--- src/rtl/teclado_pkg.sv ---
// Shared definitions for the PS/2 keypad validator.
// Holds scan-code constants, key-index constants, the prefix FSM state
// encoding and the make-code decoder used by validador_tecla_buffer.
package teclado_pkg;

  localparam logic [7:0] SC_BREAK = 8'hF0;
  localparam logic [7:0] SC_EXT   = 8'hE0;
  localparam logic [7:0] SC_ENTER = 8'h5A;

  localparam logic [3:0] K_0     = 4'd0;
  localparam logic [3:0] K_1     = 4'd1;
  localparam logic [3:0] K_2     = 4'd2;
  localparam logic [3:0] K_3     = 4'd3;
  localparam logic [3:0] K_4     = 4'd4;
  localparam logic [3:0] K_5     = 4'd5;
  localparam logic [3:0] K_6     = 4'd6;
  localparam logic [3:0] K_7     = 4'd7;
  localparam logic [3:0] K_8     = 4'd8;
  localparam logic [3:0] K_9     = 4'd9;
  localparam logic [3:0] K_A     = 4'd10;
  localparam logic [3:0] K_B     = 4'd11;
  localparam logic [3:0] K_C     = 4'd12;
  localparam logic [3:0] K_ENTER = 4'd13;

  typedef enum logic [1:0] {
    REPOSO,
    RUPTURA,
    EXTENDIDO,
    EXT_RUPTURA
  } estado_t;

  // Returns {valid, key_index} for a non-prefixed scan code.
  function automatic logic [4:0] decodifica(input logic [7:0] sc, input logic keypad);
    logic [4:0] r;
    r = '0;
    case (sc)
      8'h45: r = {1'b1, K_0};
      8'h16: r = {1'b1, K_1};
      8'h1E: r = {1'b1, K_2};
      8'h26: r = {1'b1, K_3};
      8'h25: r = {1'b1, K_4};
      8'h2E: r = {1'b1, K_5};
      8'h36: r = {1'b1, K_6};
      8'h3D: r = {1'b1, K_7};
      8'h3E: r = {1'b1, K_8};
      8'h46: r = {1'b1, K_9};
      8'h43: r = {1'b1, K_A};
      8'h4D: r = {1'b1, K_B};
      8'h31: r = {1'b1, K_C};
      8'h5A: r = {1'b1, K_ENTER};
      8'h70: r = {keypad, K_0};
      8'h69: r = {keypad, K_1};
      8'h72: r = {keypad, K_2};
      8'h7A: r = {keypad, K_3};
      8'h6B: r = {keypad, K_4};
      8'h73: r = {keypad, K_5};
      8'h74: r = {keypad, K_6};
      8'h6C: r = {keypad, K_7};
      8'h75: r = {keypad, K_8};
      8'h7D: r = {keypad, K_9};
      default: r = '0;
    endcase
    return r;
  endfunction

endpackage

--- src/rtl/fifo_teclas.sv ---
// First-word-fall-through FIFO of 4-bit key indices.
// Ports: clk, rst (async, active-high), push/din write side, pop read side,
// dout = head entry (0 when empty), empty, full, count = occupancy 0..DEPTH.
// A push while full is accepted only if a pop happens in the same cycle.
module fifo_teclas #(
  parameter int DEPTH = 8
) (
  input  logic                     clk,
  input  logic                     rst,
  input  logic                     push,
  input  logic [3:0]               din,
  input  logic                     pop,
  output logic [3:0]               dout,
  output logic                     empty,
  output logic                     full,
  output logic [$clog2(DEPTH):0]   count
);
  import teclado_pkg::*;

  localparam int AW = $clog2(DEPTH);

  logic [3:0]    mem_q [DEPTH];
  logic [AW-1:0] wr_ptr_q, wr_ptr_d;
  logic [AW-1:0] rd_ptr_q, rd_ptr_d;
  logic [AW:0]   count_q, count_d;
  logic          pop_ok, push_ok;

  always_comb begin
    empty    = (count_q == '0);
    full     = (count_q == (AW+1)'(DEPTH));
    pop_ok   = pop & ~empty;
    push_ok  = push & (~full | pop_ok);
    // Pointers are AW bits wide so the increments wrap modulo DEPTH.
    wr_ptr_d = wr_ptr_q + AW'(push_ok);
    rd_ptr_d = rd_ptr_q + AW'(pop_ok);
    count_d  = count_q + (AW+1)'(push_ok) - (AW+1)'(pop_ok);
    dout     = empty ? '0 : mem_q[rd_ptr_q];
    count    = count_q;
  end

  always_ff @(posedge clk or posedge rst) begin
    if (rst) begin
      wr_ptr_q <= '0;
      rd_ptr_q <= '0;
      count_q  <= '0;
    end else begin
      wr_ptr_q <= wr_ptr_d;
      rd_ptr_q <= rd_ptr_d;
      count_q  <= count_d;
    end
  end

  always_ff @(posedge clk) begin
    if (push_ok) mem_q[wr_ptr_q] <= din;
  end

endmodule

--- src/rtl/validador_tecla_buffer.sv ---
// PS/2 scan-code validator with key buffer.
// Decodes make codes (with F0 break and E0 extended prefixes) into 4-bit key
// indices, suppresses typematic repeats of a held key, and buffers accepted
// keys in a FWFT FIFO.
// Ports: clk, rst (async, active-high), dato/tick scan-code input,
// rd_en pop, clr_ovf clears sticky overflow; outputs tecla (head key),
// vacio, lleno, overflow, cuenta (occupancy).
module validador_tecla_buffer #(
  parameter int   DEPTH     = 8,
  parameter logic KEYPAD_EN = 1'b1,
  parameter logic EXT_EN    = 1'b1,
  parameter logic REPEAT_EN = 1'b0
) (
  input  logic                   clk,
  input  logic                   rst,
  input  logic [7:0]             dato,
  input  logic                   tick,
  input  logic                   rd_en,
  input  logic                   clr_ovf,
  output logic [3:0]             tecla,
  output logic                   vacio,
  output logic                   lleno,
  output logic                   overflow,
  output logic [$clog2(DEPTH):0] cuenta
);
  import teclado_pkg::*;

  estado_t    estado_q, estado_d;
  logic       held_q, held_d;
  logic [3:0] held_idx_q, held_idx_d;
  logic       overflow_q, overflow_d;

  logic [4:0] dec;
  logic       make_valid, brk_valid, push;
  logic [3:0] make_idx, brk_idx;

  always_comb begin
    estado_d   = estado_q;
    held_d     = held_q;
    held_idx_d = held_idx_q;
    make_valid = 1'b0;
    make_idx   = '0;
    brk_valid  = 1'b0;
    brk_idx    = '0;
    push       = 1'b0;
    dec        = decodifica(dato, KEYPAD_EN);

    if (tick) begin
      case (estado_q)
        REPOSO: begin
          if (dato == SC_BREAK)    estado_d = RUPTURA;
          else if (dato == SC_EXT) estado_d = EXTENDIDO;
          else begin
            estado_d   = REPOSO;
            make_valid = dec[4];
            make_idx   = dec[3:0];
          end
        end
        EXTENDIDO: begin
          if (dato == SC_BREAK) estado_d = EXT_RUPTURA;
          else begin
            estado_d   = REPOSO;
            make_valid = EXT_EN && (dato == SC_ENTER);
            make_idx   = K_ENTER;
          end
        end
        RUPTURA: begin
          estado_d  = REPOSO;
          brk_valid = dec[4];
          brk_idx   = dec[3:0];
        end
        EXT_RUPTURA: begin
          estado_d  = REPOSO;
          brk_valid = EXT_EN && (dato == SC_ENTER);
          brk_idx   = K_ENTER;
        end
        default: estado_d = REPOSO;
      endcase
    end

    if (brk_valid && held_q && (brk_idx == held_idx_q)) held_d = 1'b0;

    // The held key is recorded even if the FIFO later drops it as overflow.
    if (make_valid && (REPEAT_EN || !held_q || (make_idx != held_idx_q))) begin
      push       = 1'b1;
      held_d     = 1'b1;
      held_idx_d = make_idx;
    end

    // A new overflow event takes priority over a simultaneous clear.
    overflow_d = (overflow_q & ~clr_ovf) | (push & lleno & ~(rd_en & ~vacio));
  end

  always_ff @(posedge clk or posedge rst) begin
    if (rst) begin
      estado_q   <= REPOSO;
      held_q     <= 1'b0;
      held_idx_q <= '0;
      overflow_q <= 1'b0;
    end else begin
      estado_q   <= estado_d;
      held_q     <= held_d;
      held_idx_q <= held_idx_d;
      overflow_q <= overflow_d;
    end
  end

  assign overflow = overflow_q;

  fifo_teclas #(.DEPTH(DEPTH)) u_fifo (
    .clk   (clk),
    .rst   (rst),
    .push  (push),
    .din   (make_idx),
    .pop   (rd_en),
    .dout  (tecla),
    .empty (vacio),
    .full  (lleno),
    .count (cuenta)
  );

endmodule

--- config.mk ---
export PLATFORM = sky130hd
export DESIGN_NAME = validador_tecla_buffer
export DESIGN_NICKNAME = d
export VERILOG_FILES = /design/src/rtl/teclado_pkg.sv /design/src/rtl/fifo_teclas.sv /design/src/rtl/validador_tecla_buffer.sv
export SDC_FILE = /design/constraint.sdc
export NUM_CORES = 1
export LEC_CHECK = 0
export CORE_ASPECT_RATIO = 0.8
export CORE_MARGIN = 3
export CORE_UTILIZATION = 35
export CTS_CLUSTER_DIAMETER = 80
export DETAILED_ROUTE_END_ITERATION = 12
export GPL_ROUTABILITY_DRIVEN = 0
export HOLD_SLACK_MARGIN = 0.1
export MAX_ROUTING_LAYER = met4
export PLACE_DENSITY = 0.54
export RECOVER_POWER = 100
export SYNTH_ARGS = -nofsm -noshare
export SYNTH_HDL_FRONTEND = slang
export SYNTH_SLANG_ARGS = --single-unit
--- constraint.sdc ---
create_clock -name clk -period 4.34 [get_ports clk]
set_clock_uncertainty 0.15 [all_clocks]
set_input_delay 0.434 -clock clk [delete_from_list [all_inputs] [get_ports clk]]
set_output_delay 0.434 -clock clk [all_outputs]
set_load 0.03 [all_outputs]
==> results of run 1 <==
-- synthesized netlist by cell type (all sizes together) (3+ instances only) --
cell type	count
nand3	11
nor4	5
nand2	14
nor2b	6
mux4	8
xor2	6
clkbuf	6
buf	10
mux2i	5
edfxtp	32
nand2b	3
nor3	4
dfrtp	18
nor4b	7
nor2	15
and3b	3
ha	10
and4bb	3
and2	3
o21ai	6
o211ai	4
nand3b	3
and3	3
a32o	3
a21oi	4
inv	20
-- kinds of logic after synthesis --
kind of cell / Yosys count / share of synthesized area, %
AOI/OAI and AO/OA: 44 / 12.6
xor gates and xnor gates: 8 / 2.34
adders and majority gates: 11 / 4.85
buffers and inverters: 36 / 5.06
DFF: 50 / 47.2
muxes: 15 / 8.45
and+or+nand+nor: 93 / 19.5
-- layout make-up --
class                   count  area share [%]
clock buffers               5            2.00
well taps                 108            3.92
inverters                  20            2.18
repair buffers             40            9.72
multi-input cells         171            40.6
flip-flops and latches     50            40.9
clock inverters             3           0.689
-- critical path: stages --
cell and delay [ps]:
dlygate4sd3_1 840, nor4b_1 620, o211ai_1 210, o41ai_1 160, a311oi_1 110, buf_4 190, or3_1 300, nand4_1 110
o211ai_1 150, buf_4 200, nor4b_1 290, buf_4 200
-- per-layer routing --
layer | track usage [%] | vias to the layer above | routed length, µm
met5 | - | - | 0
met4 | 2.38 | 0 | 15
met3 | 3.14 | 3 | 438
met2 | 18.2 | 67 | 2560
met1 | 20.8 | 1032 | 3120
li1 | - | 1040 | -
-- stage by stage --
stage	util [%]	total power (W)	instances	setup WS (ps)
floorplan	-	0.00112	257	975
global placement	41.9	0.00132	389	241
detailed placement	41.9	0.00133	389	216
CTS	43.1	0.00161	397	548
global route	42.4	0.00167	397	227
finish	42.4	0.00155	397	401
-- sequential cells by signal (all words and copies together) (netlist names) --
name and count:
u_fifo.wr_ptr_q 3, held_q 1, held_idx_q 4, u_fifo.rd_ptr_q 3, estado_q 2, u_fifo.mem_q 32
u_fifo.count 4, overflow 1
-- path summary, 6_finish.rpt --
check,end,slack (ps),depth (start not counted)
max,u_fifo.mem_q[2][3]$_DFFE_PP_,400,12
min in group asynchronous,u_fifo.rd_ptr_q[0]$_DFF_PP0_,530,2
max in group asynchronous,held_idx_q[3]$_DFFE_PP0P_,3040,2
max reg2reg,u_fifo.count[1]$_DFF_PP0_,1390,12
min reg2reg,held_q$_DFFE_PP0P_,350,1
min,held_q$_DFFE_PP0P_,350,1
-- power by group through the flow --
stage / clock network, W / logic (W) / registers (W)
final: 0.000274 / 0.000583 / 0.000695
after global routing: 0.000308 / 0.000644 / 0.000716
after CTS: 0.000285 / 0.000622 / 0.000699
after detailed placement: 0 / 0.000620 / 0.000709
after global placement: 0 / 0.000613 / 0.000711
after floorplan: 0 / 0.000452 / 0.000669
==> impl_metrics.toml, run 1 <==
[floorplanning]
die_h_um = 88.7
pin_count = 24
core_area_um2 = 8130
start_util_pct = 36.8
fp.dieW_um = 109
rows = 29
die-area_um2 = 9700

[run_status]
status = "complete, no violations"

[clocking]
clock_latency_ps = 300
clock-root-buffer = "clkbuf_8"
clock_path_buffers = 2
ctsHoldBuffers = 0
cts_resized = 0
cts_tree = "yes"
post_cts_buffers = 0
cts_buffers = 5
numClockSinks = 50
cts.clk_slew.worst_paths_ps = 90
cts_max_level = 2

[sta]
rsz0062_at_grt = "no"
slew_headroom_pct = 51.0
setup_viol = 0
fin_tns_setup_ps = 0
slew_viol_final = 0
hold_slack_ps = 352
hold_violations = 0
clock.fmax_mhz = 254
timing.final.crit_period_ps = 3940
period_share_pct = 90.7
worstMarginPinSlew_ps = 727

[power_and_ir_drop]
leakagePower_nw = 1.32
p_int_w = 0.000973
power_density_nw_per_um2 = 450
max-vdd-ir-drop_mv = 0.341
seq_power_share_pct = 44.8
swShare_pct = 37.3
switchingPower_w = 0.000578
pwr-share-clk_pct = 17.6
comb_power_share_pct = 37.6

[final_layout]
finish.instance_area_um2 = 3450
nNetsFinal = 312
fillCellCount = 777
layout_common_cells = "edfxtp_1, inv_1, dfrtp_1, nor2_1"
diodes = 0
area_delta_synth_final_pct = 15.3
seqCellArea_um2 = 1410
drive_gt1_share_pct = 11.8
final_common_cell = "edfxtp_1"
multi_input_area_um2 = 1400

[logic_synthesis]
syn_inst = 257
yosys-top-cells-area = "edfxtp_1, dfrtp_1, mux4_2, ha_1, inv_1"
synthDistinctLibCells = 66
yosysWarningCount = 0
synth_ff_type = "edfxtp_1"
synth_top_cell_by_area = "edfxtp_1"
synth_top_area_share_pct = 32.1
ys_seq_area_share_pct = 47.2
postSynthAreaPerCell_um2 = 11.6
synth-seq-cells = 50
mappedNetlistNets = 281
synth_edf_count = 32
synthArstFlopShare_pct = 36.0
syn_area_um2 = 2990

[routing]
vias_per_cell = 5.40
wl_per_cell_um = 15.4
drc = 0
drtIter0Drc = 218
antenna_left = 0
num_vias = 2142
first_pass_iters = 4
finalWirelength_um = 6130

[setup_path]
critPathLaunch = "dato[1]"
worstSetupPathType = "primary input to register"
rr_startpoint = "estado_q[1]$_DFFE_PP0P_"
required_ps = 4210
worstPathArrival_ps = 3810
cp-start-kind = "primary input"
worstSetupEndpointType = "register"
path_max_fanout = 15

[global_routing]
grt_pass1_vias = 1921
globalRouteOverflowTotal = 0
grt_max_degree = 19
grt_pass1_wl_um = 9850
antenna_found_initial = 0
grtUsageTotal_pct = 13.6

[hold_path]
min_path_type = "register to register"
min_from = "held_q$_DFFE_PP0P_"

[place]
detailed_place_hpwl_um = 4710
portBuffers = 23
post_dp_cell_area_um2 = 3410

[run]
cap_violations = 0
(Power assumes the default switching activity.)
==> run 2, diff against run 1 <==
--- a/config.mk
+++ b/config.mk
@@ -15,6 +15,7 @@
 export MAX_ROUTING_LAYER = met4
 export PLACE_DENSITY = 0.54
 export RECOVER_POWER = 100
+export SLEW_MARGIN = 15
 export SYNTH_ARGS = -nofsm -noshare
 export SYNTH_HDL_FRONTEND = slang
 export SYNTH_SLANG_ARGS = --single-unit
==> constraint.sdc (replaced) <==
create_clock -name clk -period 4.5 [get_ports clk]
set_clock_uncertainty 0.15 [all_clocks]
set_input_delay 0.45 -clock clk [delete_from_list [all_inputs] [get_ports clk]]
set_output_delay 0.45 -clock clk [all_outputs]
set_load 0.03 [all_outputs]
==> run 2 against run 1 <==
Count of clock-buffer cells in the layout stayed put. Largest power group unchanged. Die area stayed put. Cell count is 0.76% lower. Combinational power is 3% lower. Utilization is 0.25 points lower. Setup slack better by 3.6 ps.
==> impl_metrics.toml, run 2 (synthesis gave the netlist of run 1 again) <==
[setup_path]
path_cells = "dlygate4sd3_1, clkbuf_1, nor4b_1, o211ai_1, o41ai_1, a311oi_1, or3_1, nand4_1, o211ai_1, buf_4, nor4b_1, clkbuf_1"
slowest_stage = "dlygate4sd3_1"
worstSetupPathType = "primary input to register"
cp.buffers_inverters = 4
r2r-end = "u_fifo.mem_q[1][0]$_DFFE_PP_"
cp_top_family = "buffers and inverters"
path_max_fanout = 14
slowest_delay_ps = 730
ff2ff_setup_slack_ps = 1530
required_ps = 4330
rr_startpoint = "estado_q[0]$_DFFE_PP0P_"
cp-start-kind = "primary input"
worstPathArrival_ps = 3930
worstSetupEndpointType = "register"
r2r_cells = 11

[floorplanning]
rows = 29
die-area_um2 = 9700
die_h_um = 88.7
core_area_um2 = 8130
fp.dieW_um = 109
start_util_pct = 36.8
pin_count = 24

[global_routing]
grt_max_degree = 19
grt_pass1_wl_um = 10800
globalRouteOverflowTotal = 0
grt_pass1_vias = 2031
antenna_found_initial = 0
grtUsageTotal_pct = 14.7

[sta]
hold_slack_ps = 345
setup_viol = 0
clock.fmax_mhz = 244
layout_setup_ws_ps = 405
fin_tns_setup_ps = 0
period_share_pct = 91.0
slew_viol_final = 0
hold_violations = 0
rsz0062_at_grt = "no"
timing.final.crit_period_ps = 4090
worstMarginPinSlew_ps = 806
slew_headroom_pct = 45.9

[routing]
wl_per_cell_um = 16.1
first_pass_iters = 4
antenna_left = 0
num_vias = 2160
finalWirelength_um = 6350
vias_per_cell = 5.48
drtIter0Drc = 176
drc = 0

[final_layout]
nNetsFinal = 309
largest_register_ff_count = 32
diodes = 0
layout_common_cells = "edfxtp_1, inv_1, dfrtp_1, nor2_1"
area_delta_synth_final_pct = 14.6
drive_gt1_share_pct = 10.5
largest_register = "u_fifo.mem_q"
final_common_cell = "edfxtp_1"

[hold_path]
hold_depth = 1
min_path_type = "register to register"
min_from = "held_q$_DFFE_PP0P_"
hold_path_end = "held_q$_DFFE_PP0P_"

[power_and_ir_drop]
leakagePower_nw = 1.30
power_density_nw_per_um2 = 437
max-vdd-ir-drop_mv = 0.301

[place]
portBuffers = 23
detailed_place_hpwl_um = 4860
dp_slack_ps = 365

[clocking]
cts_tree = "yes"
clock_latency_ps = 300
cts.clk_slew.worst_paths_ps = 90
cts_buffers = 5
post_cts_buffers = 0
cts_resized = 0
cts_max_level = 2
ctsHoldBuffers = 0
clock-root-buffer = "clkbuf_8"
numClockSinks = 50
clock_path_buffers = 2

[run]
cap_violations = 0

[run_status]
status = "complete, no violations"
run 2: worst max-delay path by stage:
stage               startpoint                           end  slack, ps  depth (start not counted)
floorplan              dato[1]     u_fifo.count[1]$_DFF_PP0_       1120                         11
global placement       dato[1]  u_fifo.mem_q[2][0]$_DFFE_PP_        320                         11
detailed placement     dato[0]  u_fifo.mem_q[2][3]$_DFFE_PP_        370                         12
CTS                    dato[0]  u_fifo.mem_q[2][0]$_DFFE_PP_        700                         12
global route           dato[0]  u_fifo.mem_q[1][0]$_DFFE_PP_        160                         12
finish                 dato[0]  u_fifo.mem_q[1][0]$_DFFE_PP_        410                         12
run 2: final cells by class:
| type | instances | area (µm²) |
|---|---|---|
| fill | 792 | 4700 |
| multi-input combinational | 171 | 1410 |
| sequential | 50 | 1410 |
| timing repair buffer | 37 | 305 |
| tap | 108 | 135 |
| clock inverter | 3 | 23.8 |
| clock buffer | 5 | 68.8 |
| inverter | 20 | 75.1 |
run 2: metal layers:
metal / vias up / track usage (%) / wire [µm]
met5: - / - / 0
met4: 0 / 2.94 / 18
met2: 70 / 19.2 / 2560
met3: 4 / 2.63 / 370
met1: 1050 / 23.4 / 3410
li1: 1036 / - / -
run 2: where the power goes:
group          internal (W)  total [W]  switching [W]  leakage (nW)
combinational      0.000276   0.000567       0.000291         0.736
clock              0.000111   0.000260       0.000149        0.0408
sequential         0.000551   0.000672       0.000121         0.527
total              0.000938    0.00150       0.000561          1.30
run 2: per-stage QoR:
stage / std cells / power [W] / instance area [µm²] / util [%]
after detailed placement: 386 / 0.00128 / 3380 / 41.6
after floorplan: 257 / 0.00108 / 2990 / -
after global routing: 394 / 0.00162 / 3430 / 42.2
after global placement: 386 / 0.00127 / 3380 / 41.6
final: 394 / 0.00150 / 3430 / 42.2
after CTS: 394 / 0.00155 / 3480 / 42.8
run 2: worst reg2reg max path, cell delays in order (launching register included):
cell and delay [ps]:
dfrtp_1 400, nor2b_1 350, o211ai_1 220, buf_4 200
nor2_1 100, o21ai_0 90, and3b_1 200, nand4_1 80
o211ai_1 130, buf_4 190, nor4b_1 250, clkbuf_1 300
